===== config.mk =====
export PLATFORM = sky130hd
export DESIGN_NAME = sub32_serial
export DESIGN_NICKNAME = d
export VERILOG_FILES = /design/src/rtl/sub32_serial_pkg.sv /design/src/rtl/sub32_serial_fa.sv /design/src/rtl/sub32_serial.sv
export SDC_FILE = /design/constraint.sdc
export NUM_CORES = 1
export LEC_CHECK = 0
export ABC_CLOCK_PERIOD_IN_PS = 4200
export BUFFER_PORTS_ARGS = -buffer_cell sky130_fd_sc_hd__buf_4
export CORE_ASPECT_RATIO = 1.5
export CORE_MARGIN = 1.5
export CORE_UTILIZATION = 55
export CTS_BUF_LIST = sky130_fd_sc_hd__clkbuf_16
export DETAILED_ROUTE_END_ITERATION = 16
export PLACE_DENSITY_LB_ADDON = 0.25
export REMOVE_ABC_BUFFERS = 1
export SETUP_SLACK_MARGIN = 0.4
export SLEW_MARGIN = 40
export SYNTH_ARGS = -nofsm -noshare
export SYNTH_HDL_FRONTEND = slang
export SYNTH_SLANG_ARGS = --single-unit

===== constraint.sdc =====
create_clock -name clk -period 4.2 [get_ports clk]
set_input_delay 0.21 -clock clk [delete_from_list [all_inputs] [get_ports clk]]
set_output_delay 0.21 -clock clk [all_outputs]
set_load 0.03 [all_outputs]

===== src/rtl/sub32_serial_pkg.sv =====
// Shared types and constants for the digit-serial subtractor.
// Holds the FSM state enum, default geometry and the step-counter width helper.
package sub32_serial_pkg;

    typedef enum logic [1:0] {
        ST_IDLE = 2'd0,
        ST_RUN  = 2'd1,
        ST_DONE = 2'd2
    } state_e;

    localparam int DEF_WIDTH = 32;
    localparam int DEF_DIGIT = 1;

    // A single-step configuration still needs a 1-bit counter to stay legal.
    function automatic int cnt_width(input int width, input int digit);
        int steps_bits;
        steps_bits = $clog2(width / digit);
        return (steps_bits < 1) ? 1 : steps_bits;
    endfunction

endpackage


===== src/rtl/sub32_serial_fa.sv =====
// One-bit full adder cell; the serial subtractor chains DIGIT of these per cycle.
module fa (
    input  logic a_i,
    input  logic b_i,
    input  logic ci_i,
    output logic s_o,
    output logic co_o
);

    assign s_o  = a_i ^ b_i ^ ci_i;
    assign co_o = (a_i & b_i) | (ci_i & (a_i ^ b_i));

endmodule


===== src/rtl/sub32_serial.sv =====
// Digit-serial subtractor: a - b - bin evaluated as a + ~b + ~bin, DIGIT bits per
// cycle, with valid/ready handshakes on the operand and result sides.
module sub32_serial
    import sub32_serial_pkg::*;
#(
    parameter int WIDTH = DEF_WIDTH,
    parameter int DIGIT = DEF_DIGIT
) (
    input  logic             clk,
    input  logic             rst,
    input  logic             start_valid,
    output logic             start_ready,
    input  logic [WIDTH-1:0] a,
    input  logic [WIDTH-1:0] b,
    input  logic             bin,
    output logic             res_valid,
    input  logic             res_ready,
    output logic [WIDTH-1:0] diff,
    output logic             bout,
    output logic             ovf
);

    localparam int N     = WIDTH / DIGIT;
    localparam int CNT_W = cnt_width(WIDTH, DIGIT);

    if (WIDTH % DIGIT != 0) begin : g_bad_digit
        $error("sub32_serial: DIGIT must divide WIDTH");
    end

    state_e             state_q, state_d;
    logic [CNT_W-1:0]   cnt_q, cnt_d;
    logic [WIDTH-1:0]   a_q, a_d;
    logic [WIDTH-1:0]   nb_q, nb_d;
    logic [WIDTH-1:0]   acc_q, acc_d;
    logic [WIDTH-1:0]   diff_q, diff_d;
    logic               carry_q, carry_d;
    logic               bout_q, bout_d;
    logic               ovf_q, ovf_d;

    logic [DIGIT:0]     chain_c;
    logic [DIGIT-1:0]   sum_digit;
    logic [WIDTH-1:0]   acc_shift;
    logic               last_step;

    assign chain_c[0] = carry_q;

    for (genvar i = 0; i < DIGIT; i++) begin : g_fa
        fa u_fa (
            .a_i  (a_q[i]),
            .b_i  (nb_q[i]),
            .ci_i (chain_c[i]),
            .s_o  (sum_digit[i]),
            .co_o (chain_c[i+1])
        );
    end

    // Sum digits enter at the top, so after N steps the LSB digit has reached bit 0.
    assign acc_shift = (acc_q >> DIGIT) | (WIDTH'(sum_digit) << (WIDTH - DIGIT));
    assign last_step = (cnt_q == CNT_W'(N - 1));

    // NOTE: every signal assigned here gets a default first, so no path can infer a latch.
    always_comb begin
        state_d = state_q;
        cnt_d   = cnt_q;
        a_d     = a_q;
        nb_d    = nb_q;
        acc_d   = acc_q;
        carry_d = carry_q;
        diff_d  = diff_q;
        bout_d  = bout_q;
        ovf_d   = ovf_q;

        unique case (state_q)
            ST_IDLE: begin
                if (start_valid) begin
                    a_d     = a;
                    nb_d    = ~b;
                    carry_d = ~bin;
                    cnt_d   = '0;
                    state_d = ST_RUN;
                end
            end
            ST_RUN: begin
                a_d     = a_q >> DIGIT;
                nb_d    = nb_q >> DIGIT;
                acc_d   = acc_shift;
                carry_d = chain_c[DIGIT];
                cnt_d   = cnt_q + CNT_W'(1);
                if (last_step) begin
                    // Borrow is the inverted carry; overflow compares carries around the MSB.
                    diff_d  = acc_shift;
                    bout_d  = ~chain_c[DIGIT];
                    ovf_d   = chain_c[DIGIT-1] ^ chain_c[DIGIT];
                    state_d = ST_DONE;
                end
            end
            ST_DONE: begin
                if (res_ready) begin
                    state_d = ST_IDLE;
                end
            end
            default: state_d = ST_IDLE;
        endcase
    end

    // NOTE: state updates use non-blocking assignments so all registers see pre-edge values.
    always_ff @(posedge clk) begin
        if (rst) begin
            state_q <= ST_IDLE;
            cnt_q   <= '0;
            a_q     <= '0;
            nb_q    <= '0;
            acc_q   <= '0;
            carry_q <= 1'b0;
            diff_q  <= '0;
            bout_q  <= 1'b0;
            ovf_q   <= 1'b0;
        end else begin
            state_q <= state_d;
            cnt_q   <= cnt_d;
            a_q     <= a_d;
            nb_q    <= nb_d;
            acc_q   <= acc_d;
            carry_q <= carry_d;
            diff_q  <= diff_d;
            bout_q  <= bout_d;
            ovf_q   <= ovf_d;
        end
    end

    assign start_ready = (state_q == ST_IDLE);
    assign res_valid   = (state_q == ST_DONE);
    assign diff        = diff_q;
    assign bout        = bout_q;
    assign ovf         = ovf_q;

endmodule


==> results of run 1 <==
## tightest hold or removal path, delay by kind of cell
family          cells  cell delay, ns
buf+inv             1            0.08
compound gates      1            0.08
simple gates        1            0.07
## per-stage QoR
stage	power (W)	utilization, %
after CTS	0.00332	70.0
after detailed placement	0.00171	63.6
after global routing	0.00342	70.2
final	0.00331	70.2
after floorplan	0.00159	-
after global placement	0.00170	63.6
## final cells by class
cell class	count	area share, %
clock buffer	17	5.91
clock inverter	15	3.13
inverter	7	0.365
multi-input combinational	505	38.2
sequential	137	38.2
tap	141	2.45
timing repair buffer	111	11.8
## worst min-delay path by stage
stage	from	endpoint	slack (ns)	cells after the start
2_1_floorplan	rst	a_q[0]$_SDFFE_PP0P_	0.28	1
4_1_cts	a[31]	a_q[31]$_SDFFE_PP0P_	0.05	3
3_3_place_gp	diff[10]$_SDFFE_PP0P_	diff[10]$_SDFFE_PP0P_	0.44	2
5_1_grt	res_ready	state_q[1]$_SDFFE_PP0P_	0.06	3
3_5_place_dp	diff[2]$_SDFFE_PP0P_	diff[2]$_SDFFE_PP0P_	0.45	2
6_report	a[31]	a_q[31]$_SDFFE_PP0P_	0.06	3
## registers in the layout, summed over array words and instances (netlist names)
signal	count
bout	1
diff	32
cnt_q	5
a_q	32
state_q	2
acc_q	31
carry_q	1
nb_q	32
ovf	1
## routing by layer
metal | up-vias | routed length (microns) | track usage, %
met5 | - | 0 | 0
met4 | 0 | 176 | 8.68
met3 | 18 | 603 | 5.67
met2 | 133 | 6180 | 37.9
met1 | 2272 | 5220 | 27.0
li1 | 2523 | - | -
## cells by family after synthesis
| family | Yosys count |
|---|---|
| compound gates | 142 |
| xor+xnor | 1 |
| fa+ha+maj | 3 |
| buf+inv | 69 |
| flops | 137 |
| mux | 32 |
| simple gates | 327 |
## synthesized netlist by cell type, types with 3 or more instances
| master | number | share of area, % |
|---|---|---|
| or3b_2 | 29 | 4.4 |
| inv_1 | 7 | 0.45 |
| nor2_1 | 69 | 4.4 |
| clkbuf_1 | 25 | 1.6 |
| buf_4 | 10 | 1.3 |
| a211oi_1 | 34 | 4.4 |
| buf_2 | 20 | 1.7 |
| dfxtp_1 | 137 | 47 |
| mux2i_1 | 32 | 5.5 |
| nand2b_1 | 31 | 3.3 |
| a21oi_1 | 95 | 8.1 |
| nor3_1 | 30 | 2.6 |
| nand2_1 | 159 | 10 |
| buf_1 | 3 | 0.19 |
## power groups by stage
| stage | clock, W | sequential (W) | combinational (W) |
|---|---|---|---|
| final | 0.00162 | 0.00140 | 0.000289 |
| after global routing | 0.00169 | 0.00140 | 0.000322 |
| after CTS | 0.00164 | 0.00140 | 0.000287 |
| after detailed placement | 0 | 0.00142 | 0.000285 |
| after global placement | 0 | 0.00142 | 0.000278 |
| after floorplan | 0 | 0.00142 | 0.000171 |
==> Implementation_results.wiki, run 1 <==
{| class="wikitable"
! Metric !! Value
|-
| Diode insertion count for antenna repair || 0
|-
| Leakage power total || 2.87 nW
|-
| Final-report setup violation count || 0
|-
| Post-synthesis xor/xnor area fraction || less than 1%
|-
| Worst r2r dst || cnt_q[4]$_SDFFE_PP0P_
|-
| Share of power burned in the clock network || 49.0%
|-
| CTS Sinks || roughly 140
|-
| Remaining routing DRC violations || 0
|-
| Switching power || approximately 0.00075 W
|-
| Cell area power density || 459 nW/um^2
|-
| Crit path capture type || output pin
|-
| Final RePlAce weighted congestion || ~0.73
|-
| Multiplexer share of the synthesized area || between 5 and 6%
|-
| Clock transition at the registers of the reported paths || approximately 0.060 ns
|-
| Worst setup slack after placement || between 1.5 and 2 ns
|-
| Initial antenna violation count || 0
|-
| Highest-delay cell along the critical path || buf_4
|-
| Cell-by-cell trace of the critical path || buf_4 -> nor2_1 -> buf_4
|-
| Post-route design area || 7200 sq um
|-
| Area used by multi-input combinational logic || roughly 2800 sq um
|-
| Sw Ratio || 22.6%
|-
| Adder-cell share of the synthesized area || less than 1%
|-
| Final HPWL from detailed placement || 7.34 mm
|-
| Total grt overflow || 0
|-
| Via count of the first global-routing pass || approximately 4.5k
|-
| Post-Synthesis Cell Area || just under 6000 sq um
|-
| Aggregate negative setup slack || 0 ns
|-
| Area after detailed placement || ~6500 sq um
|-
| Number of buffers created by CTS || 17
|-
| End point of the critical path || start_ready
|-
| Via count || 4946
|-
| DR pass1 iterations || 4
|-
| Required time reported for the critical path endpoint || around 4.0 ns
|-
| Wire length after detailed routing || 12.2 mm
|-
| Dominant delay contributor by cell family on the critical path || buffers and inverters
|-
| Most used cells in the layout excluding fill and tap cells || nand2_1 (159), dfxtp_1 (136), buf_4 (110)
|-
| Post-CTS setup repair buffer count || 0
|-
| Fraction of power consumed by combinational cells || 8.7%
|-
| Clock tree from TritonCTS || built
|-
| Time the worst path needs with I/O delays and setup || roughly 2.3 ns
|-
| Startpoint Class || register
|-
| Remaining max-slew budget at the tightest pin || 52.5%
|-
| Count of H-tree levels built during CTS || 4
|-
| Total of max-cap violations || 0
|-
| Cell count along the critical path || 3
|-
| Worst endpoint data arrival time || between 2 and 2.5 ns
|-
| Average instance area after synthesis || around 8 sq um
|-
| Slack of the worst reg-to-reg path || 2.10 ns
|-
| Area share of and/or/nand/nor cells after synthesis || about 26%
|-
| Root Driver || clkbuf_16
|-
| Pin count of the biggest net entering global routing || slightly above 80
|-
| Int Pwr || about 0.0026 W
|-
| Most frequently used flop master after synthesis || dfxtp_1
|-
| Core Box Area || 10200 sq um
|-
| Number of rows in the core area || 45
|-
| Clk_lat worst skew || about 0.41 ns
|-
| Post-synthesis sequential area ratio || 47.0%
|-
| Count of cells along the worst register-to-register path || 4
|-
| Filler-free cell count of the finished design || 933
|-
| Global-route wire length before repair || between 20 and 25 mm
|-
| Fraction of final layout cells sized beyond drive strength 1 || a little under a quarter
|-
| Post-synthesis instance total || slightly above 700
|-
| Critical path type || reg2out
|-
| Compound-gate portion of the synthesized area || approximately 15%
|-
| Die X-Extent || about 87 microns
|-
| Number of placed cells counting well taps || 900
|-
| Yosys Warn Count || 0
|-
| WL per Instance || 13.1 microns
|-
| Synthesis-to-finish area growth || 23.3%
|-
| Fraction of power consumed by sequential logic || between 40% and 50%
|-
| Final number of max-transition violations || 0
|-
| Measured slew at the worst slew-check pin || between 0.7 and 0.8 ns
|-
| Remaining antenna violation count || 0
|-
| Area enclosed by the die boundary || 11300 sq um
|-
| Outcome || finished clean
|-
| Layout fillers || between 800 and 900
|-
| Initial core utilization || 57.0%
|-
| Leading cell type in the layout, fill and taps excluded || nand2_1
|-
| Boundary pin count || about 110
|-
| Netlist cell types || 35
|-
| Biggest cell delay along the critical path || roughly 0.65 ns
|-
| Startpoint of the most critical setup path || state_q[0]$_SDFFE_PP0P_
|-
| Final worst clock skew || about 0.0074 ns
|-
| Number of synthesized register bits || between 100 and 150
|-
| Count of buffer and inverter cells on the critical path || 2
|-
| Crit-path most repeated cell || buf_4
|-
| Worst IR drop on VDD || between 300 and 400 uV
|-
| Detailed Route Iter0 Violations || 150
|-
| Maximum operating frequency || approximately 430 MHz
|-
| RR Startpoint || state_q[0]$_SDFFE_PP0P_
|-
| Register area || 2750 sq um
|-
| Fraction of registers with async set/reset || 0%
|-
| Peak fanout along the critical path || 53
|-
| Class of the tightest hold or removal check || in2reg
|-
| Number of port buffers || between 100 and 150
|-
| Number of nets in the final layout || approximately 850
|-
| Setup repair after global routing missed its margin || false
|-
| Gr usage total || around 22%
|-
| Fin. Hold Viols || 0
|-
| CTS resizes || 0
|-
| Combinational family with the most area after synthesis || simple AND/OR/NAND/NOR gates
|-
| Maximum clock insertion buffer count || 2
|-
| Final worst hold slack || approximately 0.058 ns
|-
| DIE HEIGHT || 129 microns
|-
| Via-to-Cell Ratio || 5.30
|-
| EDFF count, synth || 0
|-
| Setup ws final || between 1.5 and 2 ns
|-
| Cts-stage hold buffer count || 0
|-
| Post-route fraction of the period consumed by the critical path || 55.4%
|}
No activity file was read; power rests on OpenSTA's default activity.
==> inputs of run 2 (changes only) <==
--- a/config.mk
+++ b/config.mk
@@ -5,11 +5,12 @@
 export SDC_FILE = /design/constraint.sdc
 export NUM_CORES = 1
 export LEC_CHECK = 0
-export ABC_CLOCK_PERIOD_IN_PS = 4200
+export ABC_AREA = 1
+export ABC_CLOCK_PERIOD_IN_PS = 2130
 export BUFFER_PORTS_ARGS = -buffer_cell sky130_fd_sc_hd__buf_4
 export CORE_ASPECT_RATIO = 1.5
 export CORE_MARGIN = 1.5
-export CORE_UTILIZATION = 55
+export CORE_UTILIZATION = 50
 export CTS_BUF_LIST = sky130_fd_sc_hd__clkbuf_16
 export DETAILED_ROUTE_END_ITERATION = 16
 export PLACE_DENSITY_LB_ADDON = 0.25
==> constraint.sdc (replaced) <==
create_clock -name clk -period 2.13 [get_ports clk]
set_input_delay 0.1065 -clock clk [delete_from_list [all_inputs] [get_ports clk]]
set_output_delay 0.1065 -clock clk [all_outputs]
set_load 0.03 [all_outputs]
==> Implementation_results.wiki, run 2 <==
{| class="wikitable"
! Metric !! Value
|-
| Critical path type || reg2reg
|-
| Clock transition at the registers of the reported paths || 0.05 ns (about the same)
|-
| Count of cells along the worst register-to-register path || 9 (+5)
|-
| Most instantiated library cell after synthesis || nor2_1
|-
| Detailed Route Iter0 Violations || 229 (+53%)
|-
| Via count || 5520 (+12%)
|-
| Count of H-tree levels built during CTS || 4 (unchanged)
|-
| End point of the critical path || diff[24]$_SDFFE_PP0P_
|-
| Measured slew at the worst slew-check pin || 0.667 ns (-0.0453 ns)
|-
| Initial antenna violation count || 0 (unchanged)
|-
| WL per Instance || 11.6 microns (-12%)
|-
| Cell-by-cell trace of the critical path || ha_1 -> inv_1 -> nor3_1 -> ha_1 -> inv_1 -> nor2_4 -> clkbuf_16 -> o21ai_0 -> nor2_1
|-
| Remaining max-slew budget at the tightest pin || 55.6% (+3.0 points)
|-
| Post-synthesis sequential area ratio || 46.4% (-0.60 points)
|-
| Via-to-Cell Ratio || 4.82 (-9.1%)
|-
| Int Pwr || 0.00467 W (+82%)
|-
| Fraction of final layout cells sized beyond drive strength 1 || 16.1% (-6.8 points)
|-
| Via count of the first global-routing pass || 5010 (+11%)
|-
| Netlist cell types || 19 (-46%)
|-
| Worst IR drop on VDD || 584 uV (+87%)
|-
| Leading cell type in the layout, fill and taps excluded || nor2_1
|-
| Number of port buffers || 104 (unchanged)
|-
| Leakage power total || 3.80 nW (+32%)
|-
| Clock tree from TritonCTS || built
|-
| Synthesis-to-finish area growth || 26.3%
|-
| Number of buffers created by CTS || 17 (unchanged)
|-
| Area enclosed by the die boundary || 12500 sq um (+11%)
|-
| Total grt overflow || 0 (unchanged)
|-
| Required time reported for the critical path endpoint || 2.48 ns (-1.51 ns)
|-
| Core Box Area || 11500 sq um (+13%)
|-
| Maximum clock insertion buffer count || 2 (unchanged)
|-
| Die X-Extent || 91.8 microns (+5.4%)
|-
| Fraction of registers with async set/reset || 0% (unchanged)
|-
| Time the worst path needs with I/O delays and setup || about 1.6 ns
|-
| Number of nets in the final layout || 1057 (+24%)
|-
| Layout fillers || 1096 (+27%)
|-
| Pin count of the biggest net entering global routing || 67 (-18%)
|-
| Final-report setup violation count || 0 (unchanged)
|-
| Class of the tightest hold or removal check || in2reg
|-
| Switching power || 0.00150 W (+100%)
|-
| Remaining antenna violation count || 0 (unchanged)
|-
| CTS Sinks || 137 (unchanged)
|-
| Post-route fraction of the period consumed by the critical path || 75.6%
|-
| Final worst hold slack || 0.0190 ns (-0.0393 ns)
|-
| Final HPWL from detailed placement || 8.15 mm (+11%)
|-
| Post-synthesis instance total || 895 (+26%)
|-
| Final number of max-transition violations || 0 (unchanged)
|-
| Root Driver || clkbuf_16
|-
| Final worst clock skew || 0.00862 ns (+0.00123 ns)
|-
| Gr usage total || 21.7% (-0.69 points)
|-
| Yosys Warn Count || 0 (unchanged)
|-
| Total of max-cap violations || 0 (unchanged)
|-
| Library cell with the largest summed area after synthesis || dfxtp_1
|-
| Setup repair after global routing missed its margin || false
|-
| Diode insertion count for antenna repair || 0 (unchanged)
|-
| Slack of the worst reg-to-reg path || 0.52 ns (-1.58 ns)
|-
| Power Total || 0.00617 W (+87%)
|-
| Cell area power density || 826 nW/um^2 (+80%)
|-
| DR pass1 iterations || 5 (+1)
|-
| Clk_lat worst skew || 0.41 ns (about the same)
|-
| Final RePlAce weighted congestion || 0.749 (+2.6%)
|-
| Post-Synthesis Cell Area || 5910 sq um (+1.3%)
|-
| Fraction of synthesized cell area taken by the top area cell type || 46.4% (-0.60 points)
|-
| Peak fanout along the critical path || 17 (-68%)
|-
| Crit path capture type || register
|-
| Maximum operating frequency || roughly 620 MHz
|-
| Hold Crit Depth || 5 (+2)
|-
| Startpoint of the most critical setup path || cnt_q[0]$_SDFFE_PP0P_
|-
| Initial core utilization || 51.3% (-5.7 points)
|-
| Worst r2r dst || diff[24]$_SDFFE_PP0P_
|-
| Average instance area after synthesis || 6.61 sq um (-20%)
|-
| Number of rows in the core area || 48 (+6.7%)
|-
| Highest-delay cell along the critical path || dfxtp_1
|-
| Top cells by area in the synthesized netlist || dfxtp_1 (46%), nor2_1 (15%), nand3_1 (10%), nand2_1 (9.5%), inv_1 (6.9%)
|-
| Startpoint Class || register
|-
| Boundary pin count || 105 (unchanged)
|-
| Fraction of power consumed by combinational cells || 11.0% (+2.3 points)
|-
| Outcome || finished clean
|-
| Most used cells in the layout excluding fill and tap cells || nor2_1 (235), nand2_1 (149), dfxtp_1 (137)
|-
| Commonest cells post-synth || nor2_1 (237), nand2_1 (149), dfxtp_1 (137)
|-
| Fraction of power consumed by sequential logic || 45.1% (+2.8 points)
|-
| Remaining routing DRC violations || 0 (unchanged)
|-
| Most frequently used flop master after synthesis || dfxtp_1
|-
| Number of placed cells counting well taps || 1106 (+23%)
|-
| Worst endpoint data arrival time || 1.96 ns (-0.16 ns)
|-
| Biggest cell delay along the critical path || 0.36 ns (-0.29 ns)
|-
| Aggregate negative setup slack || 0 ns (unchanged)
|-
| EDFF count, synth || 0 (unchanged)
|-
| Worst hold start || a[26]
|-
| Wire length after detailed routing || 13.2 mm (+8.7%)
|-
| Share of power burned in the clock network || 44.0% (-5.0 points)
|-
| RR Startpoint || cnt_q[0]$_SDFFE_PP0P_
|-
| DIE HEIGHT || 136 microns (+5.4%)
|-
| Fin. Hold Viols || 0 (unchanged)
|-
| Sw Ratio || 24.4% (+1.7 points)
|-
| Number of synthesized register bits || 137 (unchanged)
|-
| Filler-free cell count of the finished design || 1146 (+23%)
|-
| Global-route wire length before repair || 21.9 mm (+8.1%)
|}
-- run 2: cell count changes after synthesis, moves of 31 or more --
cell	previous run	this run
a211oi_1	34	0
a21oi_1	95	10
inv_1	7	108
mux2i_1	32	0
nand2b_1	31	0
nand3_1	2	120
nor2_1	69	237
o21ai_0	0	64
-- run 2: area by class of cell --
cell class / count / area, sq um / share of cell area (%)
clock buffers: 17 / 425 / 5.70
well taps: 150 / 188 / 2.51
repair buffers: 129 / 1060 / 14.1
inverters: 110 / 413 / 5.53
multi-input cells: 590 / 2520 / 33.8
clock inverters: 13 / 116 / 1.56
flip-flops and latches: 137 / 2740 / 36.7
-- run 2: worst max-delay path, delay by kind of cell, from the launching register on --
family | cells | cell delay, ns
simple gates | 3 | 0.41
flops | 1 | 0.36
fa+ha+maj | 2 | 0.36
buf+inv | 3 | 0.32
compound gates | 1 | 0.10
-- run 2: repair_timing --
item,4_1_cts,5_1_grt
resized for setup,0,4
hold buffers,3,0
endpoints found under the setup margin,0,35
hold endpoints to repair,3,0
setup buffers,0,6
-- run 2: worst min path at each step --
stage | slack, ns | to
final | 0.02 | a_q[26]$_SDFFE_PP0P_
after global routing | 0.03 | a_q[9]$_SDFFE_PP0P_
after CTS | 0.01 | a_q[20]$_SDFFE_PP0P_
after detailed placement | 0.37 | state_q[1]$_SDFFE_PP0P_
after global placement | 0.37 | state_q[1]$_SDFFE_PP0P_
after floorplan | 0.18 | a_q[31]$_SDFFE_PP0P_
-- run 2: power groups by stage --
| stage | Combinational [W] | Sequential (W) | Clock (W) |
|---|---|---|---|
| 2_1_floorplan | 0.000405 | 0.00281 | 0 |
| 3_3_place_gp | 0.000653 | 0.00283 | 0 |
| 3_5_place_dp | 0.000661 | 0.00283 | 0 |
| 4_1_cts | 0.000669 | 0.00278 | 0.00275 |
| 5_1_grt | 0.000777 | 0.00280 | 0.00286 |
| 6_report | 0.000676 | 0.00278 | 0.00271 |
-- run 2: kinds of logic after synthesis --
kind of cell / Yosys count / share of synthesized area, %
and+or+nand+nor: 510 / 35.1
buffers and inverters: 168 / 11.2
DFF: 137 / 46.4
AOI/OAI and AO/OA: 77 / 6.52
adders and majority gates: 3 / 0.762
-- run 2: stage by stage --
stage	util (%)	area (sq um)	setup slack [ns]
6_report	64.7	7470	0.519
5_1_grt	64.7	7470	0.407
4_1_cts	64.0	7380	0.429
3_5_place_dp	59.0	6810	0.448
3_3_place_gp	59.0	6810	0.517
2_1_floorplan	-	5660	-3.60
-- run 2: per-layer routing --
metal	up-vias	GRT usage (%)	routed length (microns)
met3	15	4.70	516
met2	125	39.6	6810
met1	2456	24.7	5750
li1	2924	-	-
met5	-	0	0
met4	0	7.61	168
==> inputs of run 3 (changes only) <==
--- a/config.mk
+++ b/config.mk
@@ -5,12 +5,12 @@
 export SDC_FILE = /design/constraint.sdc
 export NUM_CORES = 1
 export LEC_CHECK = 0
-export ABC_AREA = 1
-export ABC_CLOCK_PERIOD_IN_PS = 2130
+export ABC_AREA = 0
+export ABC_CLOCK_PERIOD_IN_PS = 1660
 export BUFFER_PORTS_ARGS = -buffer_cell sky130_fd_sc_hd__buf_4
 export CORE_ASPECT_RATIO = 1.5
 export CORE_MARGIN = 1.5
-export CORE_UTILIZATION = 50
+export CORE_UTILIZATION = 55
 export CTS_BUF_LIST = sky130_fd_sc_hd__clkbuf_16
 export DETAILED_ROUTE_END_ITERATION = 16
 export PLACE_DENSITY_LB_ADDON = 0.25
==> constraint.sdc (replaced) <==
create_clock -name clk -period 1.66 [get_ports clk]
set_input_delay 0.083 -clock clk [delete_from_list [all_inputs] [get_ports clk]]
set_output_delay 0.083 -clock clk [all_outputs]
set_load 0.03 [all_outputs]
==> Implementation_results.wiki, run 3 <==
{| class="wikitable"
! Metric !! Value
|-
| Number of port buffers || 104 (unchanged)
|-
| Netlist cell types || 35 (+16)
|-
| DIE HEIGHT || 129 microns (-5.1%)
|-
| Post-Synthesis Cell Area || 5840 sq um (-1.3%)
|-
| Fraction of synthesized cell area taken by the top area cell type || 47.0% (+0.60 points)
|-
| Post-synthesis xor/xnor area fraction || 0.150% (+0.15 points)
|-
| Compound-gate portion of the synthesized area || 14.6% (+8.1 points)
|-
| Final RePlAce weighted congestion || 0.752 (+0.37%)
|-
| Top cells by area in the synthesized netlist || dfxtp_1 (47%), nand2_1 (10%), a21oi_1 (8.1%), mux2i_1 (5.5%), nor2_1 (4.4%)
|-
| Number of synthesized register bits || 137 (unchanged)
|-
| Root Driver || clkbuf_16
|-
| Outcome || did not finish
|-
| Average instance area after synthesis || 8.21 sq um (+24%)
|-
| Area after detailed placement || 6750 sq um (-0.77%)
|-
| Stage at which the run stopped || 5_1_grt
|-
| Maximum clock insertion buffer count || 2 (unchanged)
|-
| Number of buffers created by CTS || 17 (unchanged)
|-
| Pin count of the biggest net entering global routing || 40
|-
| Boundary pin count || 105 (unchanged)
|-
| Most instantiated library cell after synthesis || nand2_1
|-
| Final HPWL from detailed placement || 8.20 mm (+0.51%)
|-
| Post-synthesis sequential area ratio || 47.0% (+0.60 points)
|-
| Combinational family with the most area after synthesis || simple AND/OR/NAND/NOR gates
|-
| Type of pin the worst path ends at || sequential cell input
|-
| Initial core utilization || 57.0% (+5.7 points)
|-
| Die X-Extent || 87.1 microns (-5.1%)
|-
| Library cell with the largest summed area after synthesis || dfxtp_1
|-
| Count of H-tree levels built during CTS || 4 (unchanged)
|-
| Commonest cells post-synth || nand2_1 (159), dfxtp_1 (137), a21oi_1 (95)
|-
| EDFF count, synth || 0 (unchanged)
|-
| Multiplexer share of the synthesized area || 5.49% (+5.5 points)
|-
| Most frequently used flop master after synthesis || dfxtp_1
|-
| Endpoint with the least setup slack after the last repair || diff[11]$_SDFFE_PP0P_/D
|-
| CTS Sinks || 137 (unchanged)
|-
| Post-synthesis instance total || 711 (-21%)
|-
| Area share of and/or/nand/nor cells after synthesis || 25.9% (-9.2 points)
|-
| Adder-cell share of the synthesized area || 0.772% (+0.0098 points)
|-
| Number of rows in the core area || 45 (-6.3%)
|-
| Number of placed cells counting well taps || 916 (-17%)
|-
| Yosys Warn Count || 0 (unchanged)
|-
| First reported error || [ERROR DPL-0038] Utilization greater than 100%, impossible to legalize
|-
| Fraction of registers with async set/reset || 0% (unchanged)
|}
-- run 3: cell types whose count changed after synthesis, moves of 31 or more --
cell	delta
a211oi_1	+34
a21oi_1	+85
inv_1	-101
mux2i_1	+32
nand2b_1	+31
nand3_1	-118
nor2_1	-168
o21ai_0	-64
-- run 3: what timing repair did --
| item | CTS |
|---|---|
| endpoints found under the hold margin | 2 |
| cloned | 24 |
| hold buffers | 2 |
| setup buffers | 32 |
| setup endpoints to repair | 101 |
| resized for setup | 269 |
| pin swaps | 75 |
-- run 3: through the flow --
stage	utilization (%)	worst slack [ns]
3_5_place_dp	65.9	-0.0355
4_1_cts	90.0	0.0928
2_1_floorplan	-	-2.49
3_3_place_gp	65.9	0.0649
-- run 3: kinds of logic after synthesis --
logic type,count (synthesis)
and+or+nand+nor,327
AOI/OAI and AO/OA,142
DFF,137
buffers and inverters,69
muxes,32
adders and majority gates,3
xor gates and xnor gates,1
==> inputs of run 4 (changes only) <==
--- a/config.mk
+++ b/config.mk
@@ -8,14 +8,11 @@
 export ABC_AREA = 0
 export ABC_CLOCK_PERIOD_IN_PS = 1660
 export BUFFER_PORTS_ARGS = -buffer_cell sky130_fd_sc_hd__buf_4
-export CORE_ASPECT_RATIO = 1.5
 export CORE_MARGIN = 1.5
-export CORE_UTILIZATION = 55
-export CTS_BUF_LIST = sky130_fd_sc_hd__clkbuf_16
+export CORE_UTILIZATION = 40
 export DETAILED_ROUTE_END_ITERATION = 16
-export PLACE_DENSITY_LB_ADDON = 0.25
+export PLACE_DENSITY_LB_ADDON = 0.15
 export REMOVE_ABC_BUFFERS = 1
-export SETUP_SLACK_MARGIN = 0.4
 export SLEW_MARGIN = 40
 export SYNTH_ARGS = -nofsm -noshare
 export SYNTH_HDL_FRONTEND = slang
==> Implementation_results.wiki, run 4 (synthesis gave the netlist of run 1 again) <==
{| class="wikitable"
! Metric !! Value
|-
| Outcome || finished clean
|-
| Diode insertion count for antenna repair || 0
|-
| Number of buffers created by CTS || 17 (unchanged)
|-
| Total grt overflow || 0
|-
| Worst IR drop on VDD || between 700 and 800 uV
|-
| Number of port buffers || 104 (unchanged)
|-
| Boundary pin count || 105 (unchanged)
|-
| Die X-Extent || 124 microns (+42%)
|-
| Required time reported for the critical path endpoint || a little under 2 ns
|-
| Clock transition at the registers of the reported paths || roughly 0.05 ns
|-
| WL per Instance || between 10 and 15 microns
|-
| Worst hold start || b[12]
|-
| Dominant delay contributor by cell family on the critical path || simple AND/OR/NAND/NOR gates
|-
| Peak fanout along the critical path || 8
|-
| Startpoint Class || register
|-
| Wire length after detailed routing || approximately 13 mm
|-
| Maximum operating frequency || approximately 600 MHz
|-
| Count of H-tree levels built during CTS || 4 (unchanged)
|-
| Final worst clock skew || 0.00674 ns
|-
| Remaining antenna violation count || 0
|-
| Maximum clock insertion buffer count || 2 (unchanged)
|-
| Highest-delay cell along the critical path || dfxtp_4
|-
| Final number of max-transition violations || 0
|-
| Leading cell type in the layout, fill and taps excluded || nand2_1
|-
| Cell-by-cell trace of the critical path || ha_4 -> and3_4 -> ha_4 -> and3b_2 -> buf_12 -> buf_4 -> nand2_1 -> a21oi_1
|-
| Via-to-Cell Ratio || between 4 and 5
|-
| Most used cells in the layout excluding fill and tap cells || nand2_1 (156), dfxtp_1 (133), buf_4 (116)
|-
| Initial core utilization || 41.6% (-15 points)
|-
| Clk_lat worst skew || a little over 0.4 ns
|-
| Biggest cell delay along the critical path || 0.35 ns
|-
| Area after detailed placement || 6770 sq um (+0.28%)
|-
| Core Box Area || roughly 14000 sq um
|-
| RR Startpoint || cnt_q[1]$_SDFFE_PP0P_
|-
| Setup repair after global routing missed its margin || false
|-
| Cell area power density || between 1000 and 1500 nW/um^2
|-
| Initial antenna violation count || 0
|-
| Class of the tightest hold or removal check || in2reg
|-
| Critical path type || reg2reg
|-
| Final RePlAce weighted congestion || 0.730 (-2.9%)
|-
| Final HPWL from detailed placement || 8.15 mm (-0.60%)
|-
| DIE HEIGHT || 124 microns (-4.2%)
|-
| Slack of the worst reg-to-reg path || 0.04 ns
|-
| Fraction of final layout cells sized beyond drive strength 1 || between 20% and 30%
|-
| Clock tree from TritonCTS || built
|-
| Aggregate negative setup slack || 0 ns
|-
| Total of max-cap violations || 0
|-
| CTS Sinks || 137 (unchanged)
|-
| Detailed Route Iter0 Violations || 330
|-
| Fin. Hold Viols || 0
|-
| Area enclosed by the die boundary || around 15000 sq um
|-
| Worst endpoint data arrival time || roughly 1.9 ns
|-
| Count of cells along the worst register-to-register path || 8
|-
| Post-route design area || 7560 sq um
|-
| Global-route wire length before repair || 21.5 mm
|-
| Number of rows in the core area || 43 (-4.4%)
|-
| Remaining max-slew budget at the tightest pin || 63.0%
|-
| Number of nets in the final layout || between 800 and 900
|-
| Leakage power total || 3.01 nW
|-
| Post-route fraction of the period consumed by the critical path || just under 100%
|-
| Count of buffer and inverter cells on the critical path || 2
|-
| Measured slew at the worst slew-check pin || 0.555 ns
|-
| Via count of the first global-routing pass || 4614
|-
| Worst Hold Path EP || nb_q[12]$_SDFFE_PP0P_
|-
| Root Driver || clkbuf_16
|-
| Pin count of the biggest net entering global routing || 48
|-
| Worst r2r dst || diff[19]$_SDFFE_PP0P_
|-
| Crit-path most repeated cell || ha_4
|-
| Hold Crit Depth || 4
|-
| Synthesis-to-finish area growth || 29.5%
|-
| Remaining routing DRC violations || 0
|-
| DR pass1 iterations || 4
|-
| Via count || 4931
|-
| Final-report setup violation count || 0
|-
| Time the worst path needs with I/O delays and setup || 1.62 ns
|-
| Gr usage total || between 10% and 20%
|-
| Crit path capture type || register
|}
-- run 4: where the power goes --
group,switching [W],leakage (nW),internal [W],total (W)
Combinational,0.000398,1.59,0.000403,0.000800
Sequential,0.0000755,1.12,0.00344,0.00352
Clock,0.00135,0.299,0.00250,0.00385
Total,0.00182,3.01,0.00635,0.00817
-- run 4: repair_timing --
| action | CTS | global route |
|---|---|---|
| hold endpoints to repair | 3 | 0 |
| hold buffers | 3 | 0 |
| gates cloned | 1 | 1 |
| resized for setup | 6 | 10 |
| endpoints found under the setup margin | 2 | 29 |
| buffers inserted | 0 | 4 |
| pin swaps | 1 | 1 |
-- run 4: final cells by class --
class	instances	area [sq um]
sequential	137	2750
tap	180	225
clock buffer	23	488
multi-input combinational	505	2790
fill	1330	6480
timing repair buffer	131	1150
inverter	7	26.3
clock inverter	8	118
-- run 4: how the worst max path moves through the flow --
stage	startpoint	end	cells after the start
after global placement	cnt_q[1]$_SDFFE_PP0P_	diff[31]$_SDFFE_PP0P_	7
after detailed placement	cnt_q[1]$_SDFFE_PP0P_	diff[31]$_SDFFE_PP0P_	7
after CTS	cnt_q[0]$_SDFFE_PP0P_	diff[31]$_SDFFE_PP0P_	7
final	cnt_q[1]$_SDFFE_PP0P_	diff[19]$_SDFFE_PP0P_	8
after floorplan	state_q[0]$_SDFFE_PP0P_	cnt_q[3]$_SDFFE_PP0P_	3
after global routing	cnt_q[1]$_SDFFE_PP0P_	diff[12]$_SDFFE_PP0P_	8
-- run 4: per-stage QoR --
stage               hold slack, ns  utilization [%]  std cells  total power (W)  setup slack (ns)
finish                      0.0244             53.8        991          0.00817            0.0387
global route                0.0295             53.8        991          0.00851           0.00476
CTS                         0.0125             53.0        986          0.00826           -0.0281
detailed placement           0.352             48.2        951          0.00438           -0.0176
global placement             0.346             48.2        951          0.00436            0.0647
floorplan                    0.149                -        649          0.00404             -2.49
-- run 4: worst register-to-register path: stages, from the launching register on --
cell	delay, ns
dfxtp_4	0.35
ha_4	0.16
and3_4	0.18
ha_4	0.16
and3b_2	0.26
buf_12	0.16
buf_4	0.12
nand2_1	0.06
a21oi_1	0.05
-- run 4: layer usage --
| layer | GRT usage (%) | wire [microns] | vias to the layer above |
|---|---|---|---|
| met5 | 0 | 0 | - |
| met4 | 4.96 | 56 | 0 |
| met3 | 6.18 | 726 | 4 |
| met2 | 28.8 | 5990 | 95 |
| met1 | 22.8 | 6410 | 2264 |
| li1 | - | - | 2568 |
